==> src/rtl/ps2_rx_fifo.sv <==
// ============================================================================
//  Module   : ps2_rx_fifo
//  Brief    : PS/2 device-to-host receiver with odd-parity/framing checks,
//             optional E0/F0 prefix folding and a show-ahead code FIFO with
//             fill level and sticky error flags.
//  Revision : 1.0 - initial release
// ============================================================================
`timescale 1ns/1ps
`default_nettype none

module ps2_rx_fifo #(
    parameter int DEPTH          = 8,
    parameter int SYNC_STAGES    = 3,
    parameter int TIMEOUT_CYCLES = 50000,
    parameter int DECODE         = 1
) (
    input  logic                     clk,
    input  logic                     clrn,
    input  logic                     ps2_clk,
    input  logic                     ps2_data,
    input  logic                     nextdata_n,
    input  logic                     clr_err,
    output logic [7:0]               data,
    output logic                     ext,
    output logic                     brk,
    output logic                     ready,
    output logic [$clog2(DEPTH):0]   level,
    output logic                     overflow,
    output logic                     parity_err,
    output logic                     frame_err
);

    localparam int  ADDR_W = $clog2(DEPTH);
    localparam int  LVL_W  = ADDR_W + 1;
    localparam int  TMO_W  = $clog2(TIMEOUT_CYCLES + 1);
    localparam bit  DEC_EN = (DECODE != 0);
    localparam logic [3:0] LAST_BIT = 4'd10;

    // Input synchronisers (idle-high)
    logic [SYNC_STAGES-1:0] clk_sync_q, clk_sync_d;
    logic [SYNC_STAGES-1:0] dat_sync_q, dat_sync_d;

    // Frame receiver
    logic [3:0]       bit_cnt_q, bit_cnt_d;
    logic [9:0]       shift_q, shift_d;
    logic [TMO_W-1:0] tmo_q, tmo_d;
    logic             ext_pend_q, ext_pend_d;
    logic             brk_pend_q, brk_pend_d;

    // Decoded code waiting to enter the FIFO: {ext, brk, byte}
    logic             code_vld_q, code_vld_d;
    logic [9:0]       code_q, code_d;

    // FIFO bookkeeping
    logic [ADDR_W-1:0] rd_ptr_q, rd_ptr_d;
    logic [ADDR_W-1:0] wr_ptr_q, wr_ptr_d;
    logic [LVL_W-1:0]  level_q, level_d;
    logic [9:0]        mem [DEPTH];

    // Sticky error flags
    logic ovf_q, ovf_d;
    logic par_q, par_d;
    logic frm_q, frm_d;

    // Combinational helpers
    logic        sample;
    logic        din;
    logic [10:0] frame;
    logic [7:0]  rx_byte;
    logic        frm_set;
    logic        par_set;
    logic        ovf_set;
    logic        push;
    logic        pop;
    logic        not_empty;
    logic [9:0]  head;
    logic        unused_sync_tail;

    // The last data-synchroniser stage only keeps the two chains aligned.
    assign unused_sync_tail = dat_sync_q[SYNC_STAGES-1];

    // Next-state logic for receiver, decoder, FIFO pointers and flags
    always_comb begin
        clk_sync_d = {clk_sync_q[SYNC_STAGES-2:0], ps2_clk};
        dat_sync_d = {dat_sync_q[SYNC_STAGES-2:0], ps2_data};

        sample  = clk_sync_q[SYNC_STAGES-1] & ~clk_sync_q[SYNC_STAGES-2];
        din     = dat_sync_q[SYNC_STAGES-2];
        frame   = {din, shift_q};
        rx_byte = frame[8:1];

        bit_cnt_d  = bit_cnt_q;
        shift_d    = shift_q;
        tmo_d      = tmo_q;
        ext_pend_d = ext_pend_q;
        brk_pend_d = brk_pend_q;
        code_vld_d = 1'b0;
        code_d     = code_q;
        frm_set    = 1'b0;
        par_set    = 1'b0;

        if (sample) begin
            tmo_d = '0;
            if (bit_cnt_q == LAST_BIT) begin
                bit_cnt_d = 4'd0;
                if (frame[0] || !frame[10]) begin
                    frm_set = 1'b1;
                end else if (^frame[9:1] != 1'b1) begin
                    par_set = 1'b1;
                end else if (DEC_EN && rx_byte == 8'hE0) begin
                    ext_pend_d = 1'b1;
                end else if (DEC_EN && rx_byte == 8'hF0) begin
                    brk_pend_d = 1'b1;
                end else begin
                    code_vld_d = 1'b1;
                    code_d     = DEC_EN ? {ext_pend_q, brk_pend_q, rx_byte}
                                        : {2'b00, rx_byte};
                    ext_pend_d = 1'b0;
                    brk_pend_d = 1'b0;
                end
            end else begin
                bit_cnt_d = bit_cnt_q + 4'd1;
                shift_d   = {din, shift_q[9:1]};
            end
        end else if (bit_cnt_q != 4'd0) begin
            // A stalled frame is abandoned; the next start bit begins afresh.
            if (tmo_q == TMO_W'(TIMEOUT_CYCLES)) begin
                bit_cnt_d = 4'd0;
                tmo_d     = '0;
                frm_set   = 1'b1;
            end else begin
                tmo_d = tmo_q + TMO_W'(1);
            end
        end

        not_empty = (level_q != '0);
        pop       = ~nextdata_n & not_empty;
        push      = code_vld_q & ((level_q != LVL_W'(DEPTH)) | pop);
        ovf_set   = code_vld_q & ~push;

        rd_ptr_d = pop  ? rd_ptr_q + ADDR_W'(1) : rd_ptr_q;
        wr_ptr_d = push ? wr_ptr_q + ADDR_W'(1) : wr_ptr_q;

        case ({push, pop})
            2'b10:   level_d = level_q + LVL_W'(1);
            2'b01:   level_d = level_q - LVL_W'(1);
            default: level_d = level_q;
        endcase

        // A new error in the clearing cycle still latches.
        ovf_d = ovf_set | (ovf_q & ~clr_err);
        par_d = par_set | (par_q & ~clr_err);
        frm_d = frm_set | (frm_q & ~clr_err);
    end

    // State registers with synchronous active-low reset
    always_ff @(posedge clk) begin
        if (!clrn) begin
            clk_sync_q <= '1;
            dat_sync_q <= '1;
            bit_cnt_q  <= 4'd0;
            shift_q    <= '0;
            tmo_q      <= '0;
            ext_pend_q <= 1'b0;
            brk_pend_q <= 1'b0;
            code_vld_q <= 1'b0;
            code_q     <= '0;
            rd_ptr_q   <= '0;
            wr_ptr_q   <= '0;
            level_q    <= '0;
            ovf_q      <= 1'b0;
            par_q      <= 1'b0;
            frm_q      <= 1'b0;
        end else begin
            clk_sync_q <= clk_sync_d;
            dat_sync_q <= dat_sync_d;
            bit_cnt_q  <= bit_cnt_d;
            shift_q    <= shift_d;
            tmo_q      <= tmo_d;
            ext_pend_q <= ext_pend_d;
            brk_pend_q <= brk_pend_d;
            code_vld_q <= code_vld_d;
            code_q     <= code_d;
            rd_ptr_q   <= rd_ptr_d;
            wr_ptr_q   <= wr_ptr_d;
            level_q    <= level_d;
            ovf_q      <= ovf_d;
            par_q      <= par_d;
            frm_q      <= frm_d;
        end
    end

    // FIFO storage write port; contents are not reset
    always_ff @(posedge clk) begin
        if (clrn && push) begin
            mem[wr_ptr_q] <= code_q;
        end
    end

    // Show-ahead head entry, forced to zero while the FIFO is empty
    assign head       = mem[rd_ptr_q];
    assign ready      = not_empty;
    assign data       = not_empty ? head[7:0] : 8'h00;
    assign brk        = not_empty & head[8];
    assign ext        = not_empty & head[9];
    assign level      = level_q;
    assign overflow   = ovf_q;
    assign parity_err = par_q;
    assign frame_err  = frm_q;

endmodule

`default_nettype wire

==> config.mk <==
export PLATFORM = sky130hd
export DESIGN_NAME = ps2_rx_fifo
export DESIGN_NICKNAME = d
export VERILOG_FILES = /design/src/rtl/ps2_rx_fifo.sv
export SDC_FILE = /design/constraint.sdc
export NUM_CORES = 1
export LEC_CHECK = 0
export CORE_ASPECT_RATIO = 0.8
export CORE_UTILIZATION = 50
export DETAILED_ROUTE_END_ITERATION = 10
export GPL_ROUTABILITY_DRIVEN = 0
export PLACE_DENSITY = 0.75
export REMOVE_ABC_BUFFERS = 1
export SLEW_MARGIN = 30
export SYNTH_ARGS = -nofsm -noshare
export SYNTH_HDL_FRONTEND = slang
export SYNTH_SLANG_ARGS = --single-unit
export TNS_END_PERCENT = 5
==> constraint.sdc <==
create_clock -name clk -period 2.9 [get_ports clk]
set_input_delay 0.725 -clock clk [delete_from_list [all_inputs] [get_ports clk]]
set_output_delay 0.725 -clock clk [all_outputs]
set_load 0.03 [all_outputs]
==> results.toml <==
[worst_setup_path]
reg2reg_to = "level[3]"
r2r_start = "level[0]"
path_buf_inv = 2
cp_slowest_stage_delay_ns = 0.51
reg2reg_slack_ns = 0.45
crit_fanout = 10
worstSetupPathType = "reg2out"
path_depth = 5
arrival_ns = 2.09
ff2ff_path_depth = 9
cp_data_required_time_ns = 2.17
endpoint = "data[1]"
cp_slowest_cell = "mux4_2"
path_cells = "buf_12 -> mux4_2 -> mux2i_1 -> nor2_1 -> dlygate4sd2_1"
crit_family = "multiplexers"
critPathLaunchType = "flop"
critPathCaptureType = "output port"

[global_route]
antenna_found_initial = 0
grt-ovfl-total = 0
grt_max_degree = 26
grt_pass1_wl_microns = 18350
grt.total_usage_pct = 20.37
grt_pass1_vias = 3728

[clock_tree]
cts_buffer_depth = 2
htreeDepth = 4
tritoncts = "built"
clock_latency_ns = 0.42
cts_sinks = 144
cts.clk_slew.worst_paths_ns = 0.06
ctsHoldBuffers = 0
cts-root-buf = "clkbuf_16"
numCtsBuffers = 17

[placement]
dp.final_hpwl_microns = 7138
port_buffers = 23
place_inst = 639
place_area_sq_um = 6479

[run]
cap_violations = 0

[detailed_routing]
avgViaCountPerCell = 5.406
drtIter0Drc = 181
drtPass1Iterations = 4
dr_total_vias = 3633
wl_per_cell_microns = 16.82
ant_nets = 0
drcViolationCount = 0
wl_microns = 11310

[cells_and_area]
antennaDiodeCount = 0
drive_gt1_share_pct = 16.79
area_delta_synth_final_pct = 20.30
finalCoreUtilization_pct = 61.82
fin_area_sq_um = 7147
fill_cells = 877
final_cell_mix = "80 x edfxtp_1, 63 x dfxtp_1, 49 x nor2_1"
final_common_cell = "edfxtp_1"
final_cells = 672
finalNetCount = 532
multiInputGateArea_sq_um = 2130
seq_area_sq_um = 3685

[synthesis]
synthCells = 468
synth_edf_count = 80
seq_area_frac_synth_pct = 62.01
syn_area_per_cell_sq_um = 12.69
mappedNetlistArea_sq_um = 5941
ys.flop_type = "edfxtp_1"
synth_cell_types = 51
ys_seq_elements = 144
yosys_warnings = 0
synthArstFlopShare_pct = 0

[floorplanning]
io_pins = 24
fp.dieH_microns = 99.50
core_sq_um = 11560
rows = 35
initial_core_util_pct = 51.39
die_area_sq_um = 12320
die_w_microns = 123.9

[outcome]
status = "finished clean"

[timing]
max_freq_mhz = 354.9
setup_viol_count_final = 0
worst_pin_slew_ns = 0.7187
fin_crit_sh_pct = 97.17
slew_viol_final = 0
finalHoldViolCount = 0
relSlewSlack_pct = 51.91
period_needed_ns = 2.818
fin_skew_ns = 0.01120

[power_and_ir_drop]
p_leak_uw = 0.002437
ir_drop_mv = 0.4588
powerDensity_nw_per_um2 = 827.7

[min_path]
hold_class = "reg2reg"
hold_depth = 1
worst min path at each step:
stage	startpoint	endpoint	slack (ns)
after floorplan	clk_sync_q[0]	clk_sync_q[1]	0.39
after global placement	clk_sync_q[0]	clk_sync_q[1]	0.39
after detailed placement	dat_sync_q[0]	dat_sync_q[1]	0.40
after CTS	dat_sync_q[0]	dat_sync_q[1]	0.41
after global routing	dat_sync_q[0]	dat_sync_q[1]	0.42
final	dat_sync_q[0]	dat_sync_q[1]	0.41
per-stage QoR:
step,setup slack (ns),power (uW),TNS [ns],hold slack [ns]
final,0.08213,5916,0,0.4057
after global routing,-0.01681,6178,-0.01681,0.4163
after CTS,0.007973,5926,0,0.4103
after detailed placement,-0.1881,3604,-0.1881,0.3965
after global placement,-0.07847,3585,-0.07847,0.3915
after floorplan,-0.03885,3085,-0.03885,0.3863
kinds of logic after synthesis:
kind of cell | Yosys count | share of synthesized area (%)
AO/OA/AOI/OAI | 46 | 4.802
XOR/XNOR | 24 | 3.770
adder cells (fa/ha/maj) | 15 | 3.286
buffers and inverters | 40 | 2.633
flip-flops | 144 | 62.01
multiplexers | 32 | 9.604
AND/OR/NAND/NOR | 167 | 13.90
routing by layer:
layer / GRT usage (%) / part of all wire, %
met2: 33.25 / 50
met5: 0 / 0
met4: 8.804 / 0.61
met1: 25.39 / 45
met3: 5.562 / 4.1
timing repair:
| item | 4_1_cts | 5_1_grt |
|---|---|---|
| endpoints found under the setup margin | 10 | 7 |
| buffers inserted | 0 | 0 |
| gates cloned | 0 | 1 |
| pin swaps | 0 | 0 |
| gates resized for setup | 10 | 7 |
final cells by class:
class / count / area share (%)
sequential: 144 / 51.56
timing repair buffer: 45 / 5.865
inverter: 19 / 0.9979
tap: 148 / 2.591
multi-input combinational: 284 / 29.80
clock buffer: 18 / 6.005
clock inverter: 14 / 3.186
cell usage after synthesis (3+ instances only):
cell | number | area [sq um]
nor3_1 | 6 | 30.03
o21ai_0 | 7 | 35.03
xnor2_1 | 15 | 131.4
buf_2 | 4 | 20.02
inv_1 | 19 | 71.32
edfxtp_1 | 80 | 2402
nand3_1 | 21 | 105.1
clkbuf_1 | 13 | 48.80
nor4_1 | 6 | 37.54
mux2i_1 | 12 | 120.1
or3_1 | 4 | 25.02
dfxtp_1 | 64 | 1281
nor3b_1 | 3 | 22.52
mux4_2 | 20 | 450.4
buf_1 | 3 | 11.26
xor2_1 | 8 | 70.07
ha_1 | 14 | 175.2
nand2b_1 | 9 | 56.30
and3_1 | 3 | 18.77
o31ai_1 | 5 | 37.54
a21oi_1 | 18 | 90.09
nand4_1 | 5 | 31.28
nand2_1 | 45 | 168.9
nor2_1 | 49 | 183.9
sequential cells by signal, indices dropped and copies added (netlist names), named ones only:
signal      flops
mem            80
tmo_q          16
code_q         10
shift_q        10
bit_cnt_q       4
level           4
clk_sync_q      3
rd_ptr_q        3
wr_ptr_q        3
dat_sync_q      2
brk_pend_q      1
code_vld_q      1
ext_pend_q      1
frame_err       1
overflow        1
parity_err      1
where the power goes:
part	total (uW)	switching (uW)	internal, uW
combinational	1280	724	560
sequential	2240	63.3	2180
clock	2390	844	1550
total	5920	1630	4280
(Power assumes the default switching activity.)
